## src/rtl/sequence_generator.sv

```systemverilog
// Replays a loadable digit pattern repeat_cnt times with gap idle cycles between repetitions.
// Slot 0 appears one cycle after start is sampled; there is no backpressure, so start/load are ignored while busy.
module sequence_generator #(
    parameter int MAX_LEN = 8,
    parameter int DIGIT_W = 4
) (
    input  logic               clock,
    input  logic               reset,
    input  logic               load,
    input  logic [2:0]         load_addr,
    input  logic [DIGIT_W-1:0] load_data,
    input  logic [3:0]         seq_len,
    input  logic [3:0]         repeat_cnt,
    input  logic [3:0]         gap,
    input  logic               start,
    output logic [DIGIT_W-1:0] number,
    output logic               number_valid,
    output logic               busy,
    output logic               done
);

    localparam int                 AW       = $clog2(MAX_LEN);
    localparam logic [DIGIT_W-1:0] IDLE_SYM = '1;
    localparam logic [3:0]         MAX_L    = 4'(MAX_LEN);

    typedef enum logic [1:0] {IDLE, SEND, GAP, DONE} state_t;

    state_t             state;
    logic [DIGIT_W-1:0] mem [MAX_LEN];
    logic [3:0]         len_q;
    logic [3:0]         rep_left;
    logic [3:0]         gap_q;
    logic [3:0]         gap_cnt;
    logic [AW-1:0]      idx;
    logic [AW-1:0]      idx_inc;
    logic               last_slot;
    logic [DIGIT_W-1:0] slot0;

    function automatic logic [DIGIT_W-1:0] rst_digit(input int i);
        case (i)
            0:       return DIGIT_W'(1);
            1:       return DIGIT_W'(0);
            2:       return DIGIT_W'(9);
            3:       return DIGIT_W'(4);
            default: return IDLE_SYM;
        endcase
    endfunction

    assign idx_inc   = idx + AW'(1);
    assign last_slot = (4'(idx) + 4'd1) >= len_q;
    // A load coinciding with start must be visible in the very first digit.
    assign slot0     = (load && load_addr == 3'd0) ? load_data : mem[0];

    always_ff @(posedge clock or posedge reset) begin
        if (reset) begin
            state        <= IDLE;
            number       <= IDLE_SYM;
            number_valid <= 1'b0;
            busy         <= 1'b0;
            done         <= 1'b0;
            len_q        <= '0;
            rep_left     <= '0;
            gap_q        <= '0;
            gap_cnt      <= '0;
            idx          <= '0;
            for (int i = 0; i < MAX_LEN; i++) mem[i] <= rst_digit(i);
        end else begin
            case (state)
                IDLE: begin
                    done <= 1'b0;
                    if (load) mem[load_addr] <= load_data;
                    if (start && seq_len != 4'd0) begin
                        len_q        <= (seq_len > MAX_L) ? MAX_L : seq_len;
                        rep_left     <= (repeat_cnt == 4'd0) ? 4'd1 : repeat_cnt;
                        gap_q        <= gap;
                        idx          <= '0;
                        number       <= slot0;
                        number_valid <= 1'b1;
                        busy         <= 1'b1;
                        state        <= SEND;
                    end
                end
                SEND: begin
                    if (!last_slot) begin
                        idx    <= idx_inc;
                        number <= mem[idx_inc];
                    end else if (rep_left > 4'd1) begin
                        rep_left <= rep_left - 4'd1;
                        idx      <= '0;
                        if (gap_q != 4'd0) begin
                            gap_cnt      <= gap_q;
                            number       <= IDLE_SYM;
                            number_valid <= 1'b0;
                            state        <= GAP;
                        end else begin
                            number <= mem[0];
                        end
                    end else begin
                        number       <= IDLE_SYM;
                        number_valid <= 1'b0;
                        done         <= 1'b1;
                        state        <= DONE;
                    end
                end
                GAP: begin
                    if (gap_cnt == 4'd1) begin
                        number       <= mem[0];
                        number_valid <= 1'b1;
                        state        <= SEND;
                    end else begin
                        gap_cnt <= gap_cnt - 4'd1;
                    end
                end
                DONE: begin
                    done  <= 1'b0;
                    busy  <= 1'b0;
                    state <= IDLE;
                end
                default: state <= IDLE;
            endcase
        end
    end

endmodule
```

## config.mk

```make
export PLATFORM = sky130hd
export DESIGN_NAME = sequence_generator
export DESIGN_NICKNAME = d
export VERILOG_FILES = /design/src/rtl/sequence_generator.sv
export SDC_FILE = /design/constraint.sdc
export NUM_CORES = 1
export LEC_CHECK = 0
export BUFFER_PORTS_ARGS = -buffer_cell sky130_fd_sc_hd__buf_2
export CAP_MARGIN = 20
export CORE_AREA = 2 2 111 113
export DETAILED_ROUTE_END_ITERATION = 10
export DIE_AREA = 0 0 113 115
export HOLD_SLACK_MARGIN = 0.02
export REMOVE_ABC_BUFFERS = 1
export SYNTH_ARGS = -nofsm -noshare
export SYNTH_HDL_FRONTEND = slang
export SYNTH_SLANG_ARGS = --single-unit
```

## constraint.sdc

```tcl
create_clock -name clock -period 3.3 [get_ports clock]
set_input_delay 0.165 -clock clock [delete_from_list [all_inputs] [get_ports clock]]
set_output_delay 0.165 -clock clock [all_outputs]
set_load 0.03 [all_outputs]
```

==> flow_summary.html <==
<table>
<tr><th>Metric</th><th>Value</th></tr>
<tr><th colspan="2">Power and ir drop</th></tr>
<tr><td>Net Sw Frac</td><td>0.3982</td></tr>
<tr><td>Part of the power in the clock network</td><td>0.203</td></tr>
<tr><td>Pwr per Cell Area</td><td>1050 nW/um^2</td></tr>
<tr><td>Combinational share of power</td><td>0.459</td></tr>
<tr><td>Leakage power total</td><td>0.001700 uW</td></tr>
<tr><td>Net Switching</td><td>1694 uW</td></tr>
<tr><td>Seq pwr share</td><td>0.339</td></tr>
<tr><td>Maximum vdd drop</td><td>0.4955 mV</td></tr>
<tr><td>Internal portion of total power</td><td>2559 uW</td></tr>
<tr><td>Final total power</td><td>4253 uW</td></tr>
<tr><th colspan="2">Floorplanning</th></tr>
<tr><td>Total die area</td><td>13000 sq um</td></tr>
<tr><td>Core area</td><td>11810 sq um</td></tr>
<tr><td>Standard-cell rows</td><td>40</td></tr>
<tr><td>Die width</td><td>113 um</td></tr>
<tr><td>Starting density of the core</td><td>0.2928</td></tr>
<tr><td>Count of pins on the block boundary</td><td>30</td></tr>
<tr><td>Y dimension of the die</td><td>115 um</td></tr>
<tr><th colspan="2">Synth</th></tr>
<tr><td>Post-synthesis cell area</td><td>3458 sq um</td></tr>
<tr><td>Count of synthesis-stage warnings from yosys</td><td>0</td></tr>
<tr><td>Number of distinct standard cells referenced by the synthesized netlist</td><td>57</td></tr>
<tr><td>Number of register bits inferred by synthesis</td><td>60</td></tr>
<tr><td>Gate count after technology mapping</td><td>334</td></tr>
<tr><td>Number of enable flip-flop cells after synthesis</td><td>0</td></tr>
<tr><td>Main flop type after synthesis</td><td>sky130_fd_sc_hd__dfrtp_1</td></tr>
<tr><td>Async set-reset flop share out of synthesis</td><td>1.000</td></tr>
<tr><td>Sequential fraction of the synthesis area</td><td>0.4428</td></tr>
<tr><td>Mean cell area of the mapped netlist</td><td>10.35 sq um</td></tr>
<tr><th colspan="2">Route</th></tr>
<tr><td>Average wire length per cell after detail routing</td><td>16.02 um</td></tr>
<tr><td>Violation count after the first detailed-route iteration</td><td>125</td></tr>
<tr><td>Length of the first detailed-routing pass in iterations</td><td>7</td></tr>
<tr><td>Total wire length after detailed routing</td><td>8.332 mm</td></tr>
<tr><td>Number of design rule violations left after detail routing</td><td>2</td></tr>
<tr><td>Vias per inst</td><td>5.154</td></tr>
<tr><td>Antenna-violating nets left</td><td>0</td></tr>
<tr><td>Via Count</td><td>2680</td></tr>
<tr><th colspan="2">Final layout</th></tr>
<tr><td>NumNets Final</td><td>405</td></tr>
<tr><td>Highest-count cells in the layout ignoring fill and taps</td><td>42 x sky130_fd_sc_hd__mux2_2, 36 x sky130_fd_sc_hd__dfrtp_1, 29 x sky130_fd_sc_hd__buf_2</td></tr>
<tr><td>Most common library cell in the layout ignoring fill and taps</td><td>sky130_fd_sc_hd__mux2_2</td></tr>
<tr><td>Layout cell share with drive strength beyond 1</td><td>0.3351</td></tr>
<tr><td>Area grow syn2layout</td><td>17.11%</td></tr>
<tr><td>Count of inserted antenna diode cells</td><td>0</td></tr>
<tr><th colspan="2">Timing</th></tr>
<tr><td>Worst relative slew slack</td><td>0.3478</td></tr>
<tr><td>Upper clock frequency limit</td><td>0.3592 GHz</td></tr>
<tr><td>Ratio of final minimum period to clock period</td><td>0.8437</td></tr>
<tr><td>Final worst setup slack</td><td>0.5159 ns</td></tr>
<tr><td>Min Clock Period, post-route</td><td>2.784 ns</td></tr>
<tr><td>Final worst clock skew</td><td>0.003433 ns</td></tr>
<tr><td>Final setup TNS</td><td>0 ns</td></tr>
<tr><td>Unrepaired setup endpoints after global routing</td><td>no</td></tr>
<tr><td>Final Max Tran Viols</td><td>0</td></tr>
<tr><td>Hold_ws</td><td>0.05640 ns</td></tr>
<tr><td>Least-Margin Pin Slew</td><td>0.9738 ns</td></tr>
<tr><td>Count of endpoints failing hold in the final timing report</td><td>0</td></tr>
<tr><td>Setup violation total in the final timing report</td><td>0</td></tr>
<tr><th colspan="2">Placement</th></tr>
<tr><td>HPWL after detailed placement</td><td>6.160 mm</td></tr>
<tr><td>Final GP Congestion</td><td>0.8505</td></tr>
<tr><td>Quantity of I/O buffers inserted on ports</td><td>29</td></tr>
<tr><td>DP Worst Slack</td><td>0.5657 ns</td></tr>
<tr><th colspan="2">CTS</th></tr>
<tr><td>Latest clock arrival within the worst-skew pair</td><td>0.32 ns</td></tr>
<tr><td>Htree depth</td><td>3</td></tr>
<tr><td>Number of CTS-inserted buffers</td><td>9</td></tr>
<tr><td>Buffer depth of the longest clock path</td><td>2</td></tr>
<tr><td>TritonCTS clock tree</td><td>done</td></tr>
<tr><td>Clock slew seen by the registers of the worst setup and hold paths</td><td>0.05 ns</td></tr>
<tr><td>Clock Sinks</td><td>60</td></tr>
<tr><td>Post-cts hold buffer count</td><td>0</td></tr>
<tr><td>PostCTS Resize Cnt</td><td>0</td></tr>
<tr><td>Root buffer selected by CTS</td><td>sky130_fd_sc_hd__clkbuf_16</td></tr>
<tr><td>Setup fix buffers added after clock tree synthesis</td><td>0</td></tr>
<tr><th colspan="2">GRT</th></tr>
<tr><td>Number of global-route vias before repair</td><td>2777</td></tr>
<tr><td>Maximum number of pins on one net before global-route repair</td><td>45</td></tr>
<tr><td>Wire length of the first global-routing pass</td><td>14.01 mm</td></tr>
<tr><td>Global-route usage over all layers</td><td>0.1350</td></tr>
<tr><td>Aggregate global routing overflow</td><td>0</td></tr>
<tr><td>Initial antenna violation count</td><td>0</td></tr>
<tr><th colspan="2">Critical path</th></tr>
<tr><td>Kind of start point of the critical path</td><td>register</td></tr>
<tr><td>Worst-path maximum fanout</td><td>9</td></tr>
<tr><td>Critical path data arrival time</td><td>3.03 ns</td></tr>
<tr><td>WS Path Type</td><td>register to register</td></tr>
<tr><td>Critical path required time</td><td>3.55 ns</td></tr>
<tr><td>Type of destination of the critical path</td><td>register</td></tr>
<tr><th colspan="2">Outcome</th></tr>
<tr><td>Result of the run</td><td>finished with violations</td></tr>
<tr><td>Violated checks</td><td>DRC</td></tr>
<tr><th colspan="2">Run</th></tr>
<tr><td>Maximum capacitance violations</td><td>0</td></tr>
<tr><th colspan="2">Worst hold path</th></tr>
<tr><td>Worst min path class</td><td>primary input to async pin</td></tr>
</table>
-- power by group through the flow --
stage	Sequential, uW	Combinational [uW]	Clock (uW)
after floorplan	1440	1410	0
after global placement	1430	1890	0
after detailed placement	1450	1930	0
after CTS	1440	1950	888
after global routing	1490	2180	917
final	1440	1950	862
-- flip-flops by register name (all words and copies together), names as in the netlist --
| signal | cells |
|---|---|
| busy | 1 |
| number | 4 |
| number_valid | 1 |
| mem | 32 |
| idx | 3 |
| rep_left | 4 |
| gap_cnt | 4 |
| gap_q | 4 |
| done | 1 |
| state | 2 |
| len_q | 4 |
-- logic make-up after synthesis --
family,share of synthesized area
XOR/XNOR,0.002533
multiplexers,0.1397
buffers and inverters,0.03364
AND/OR/NAND/NOR,0.1766
AO/OA/AOI/OAI,0.1541
adder cells (fa/ha/maj),0.05065
flip-flops,0.4428
-- final timing paths --
| check | cells past startpoint | slack (ns) | end | start |
|---|---|---|---|---|
| worst max-delay path | 9 | 0.52 | number[1] | idx[0] |
| worst min-delay path | 2 | 0.06 | len_q[3] | reset |
| worst max register to register | 9 | 0.52 | number[1] | idx[0] |
| worst min register to register | 2 | 0.49 | len_q[2] | len_q[2] |
| max in group asynchronous | 3 | 2.40 | mem[18] | reset |
| min in group clock | 2 | 0.07 | gap_q[1] | gap[1] |
-- routing by layer --
| metal | track usage | routed length (um) |
|---|---|---|
| met3 | 0.03321 | 426 |
| met5 | 0 | 0 |
| met1 | 0.1694 | 3637 |
| met2 | 0.2343 | 4181 |
| met4 | 0.03415 | 86 |
-- stage by stage --
step	std cells	utilization	area [sq um]
6_report	520	0.3429	4050
4_1_cts	520	0.3429	4050
3_3_place_gp	504	0.3194	3772
5_1_grt	520	0.3429	4050
2_1_floorplan	324	-	3413
3_5_place_dp	504	0.3194	3772
-- layout make-up --
cell class | instances | area, sq um
clock inverters | 6 | 38.79
clock buffers | 10 | 239.0
flip-flops and latches | 60 | 1531
fillers | 1205 | 7761
multi-input cells | 245 | 1810
repair buffers | 33 | 175.2
inverters | 19 | 71.32
well taps | 147 | 183.9
-- cells in the mapped netlist, types with 8 or more instances --
library cell | count | area [sq um]
sky130_fd_sc_hd__a211oi_1 | 14 | 105.1
sky130_fd_sc_hd__dfrtp_1 | 36 | 900.9
sky130_fd_sc_hd__nand3_1 | 9 | 45.04
sky130_fd_sc_hd__mux2_2 | 42 | 473.0
sky130_fd_sc_hd__nor2b_1 | 13 | 81.33
sky130_fd_sc_hd__o22ai_1 | 9 | 56.30
sky130_fd_sc_hd__nor2_1 | 16 | 60.06
sky130_fd_sc_hd__o21ai_0 | 14 | 70.07
sky130_fd_sc_hd__dfstp_2 | 24 | 630.6
sky130_fd_sc_hd__nand2_1 | 27 | 101.4
sky130_fd_sc_hd__inv_1 | 17 | 63.81
sky130_fd_sc_hd__ha_1 | 14 | 175.2
sky130_fd_sc_hd__a21oi_1 | 8 | 40.04
-- worst max-delay path, cell delays in order (launching register included) --
cell and delay (ns):
sky130_fd_sc_hd__dfrtp_1 0.46, sky130_fd_sc_hd__ha_1 0.28, sky130_fd_sc_hd__xnor2_1 0.24, sky130_fd_sc_hd__inv_1 0.13, sky130_fd_sc_hd__ha_1 0.22, sky130_fd_sc_hd__nor3_1 0.31, sky130_fd_sc_hd__o21a_1 0.23, sky130_fd_sc_hd__nor2_1 0.13
sky130_fd_sc_hd__a211o_1 0.36, sky130_fd_sc_hd__o32a_1 0.36
Note: power is estimated with default switching activity, not from simulation.
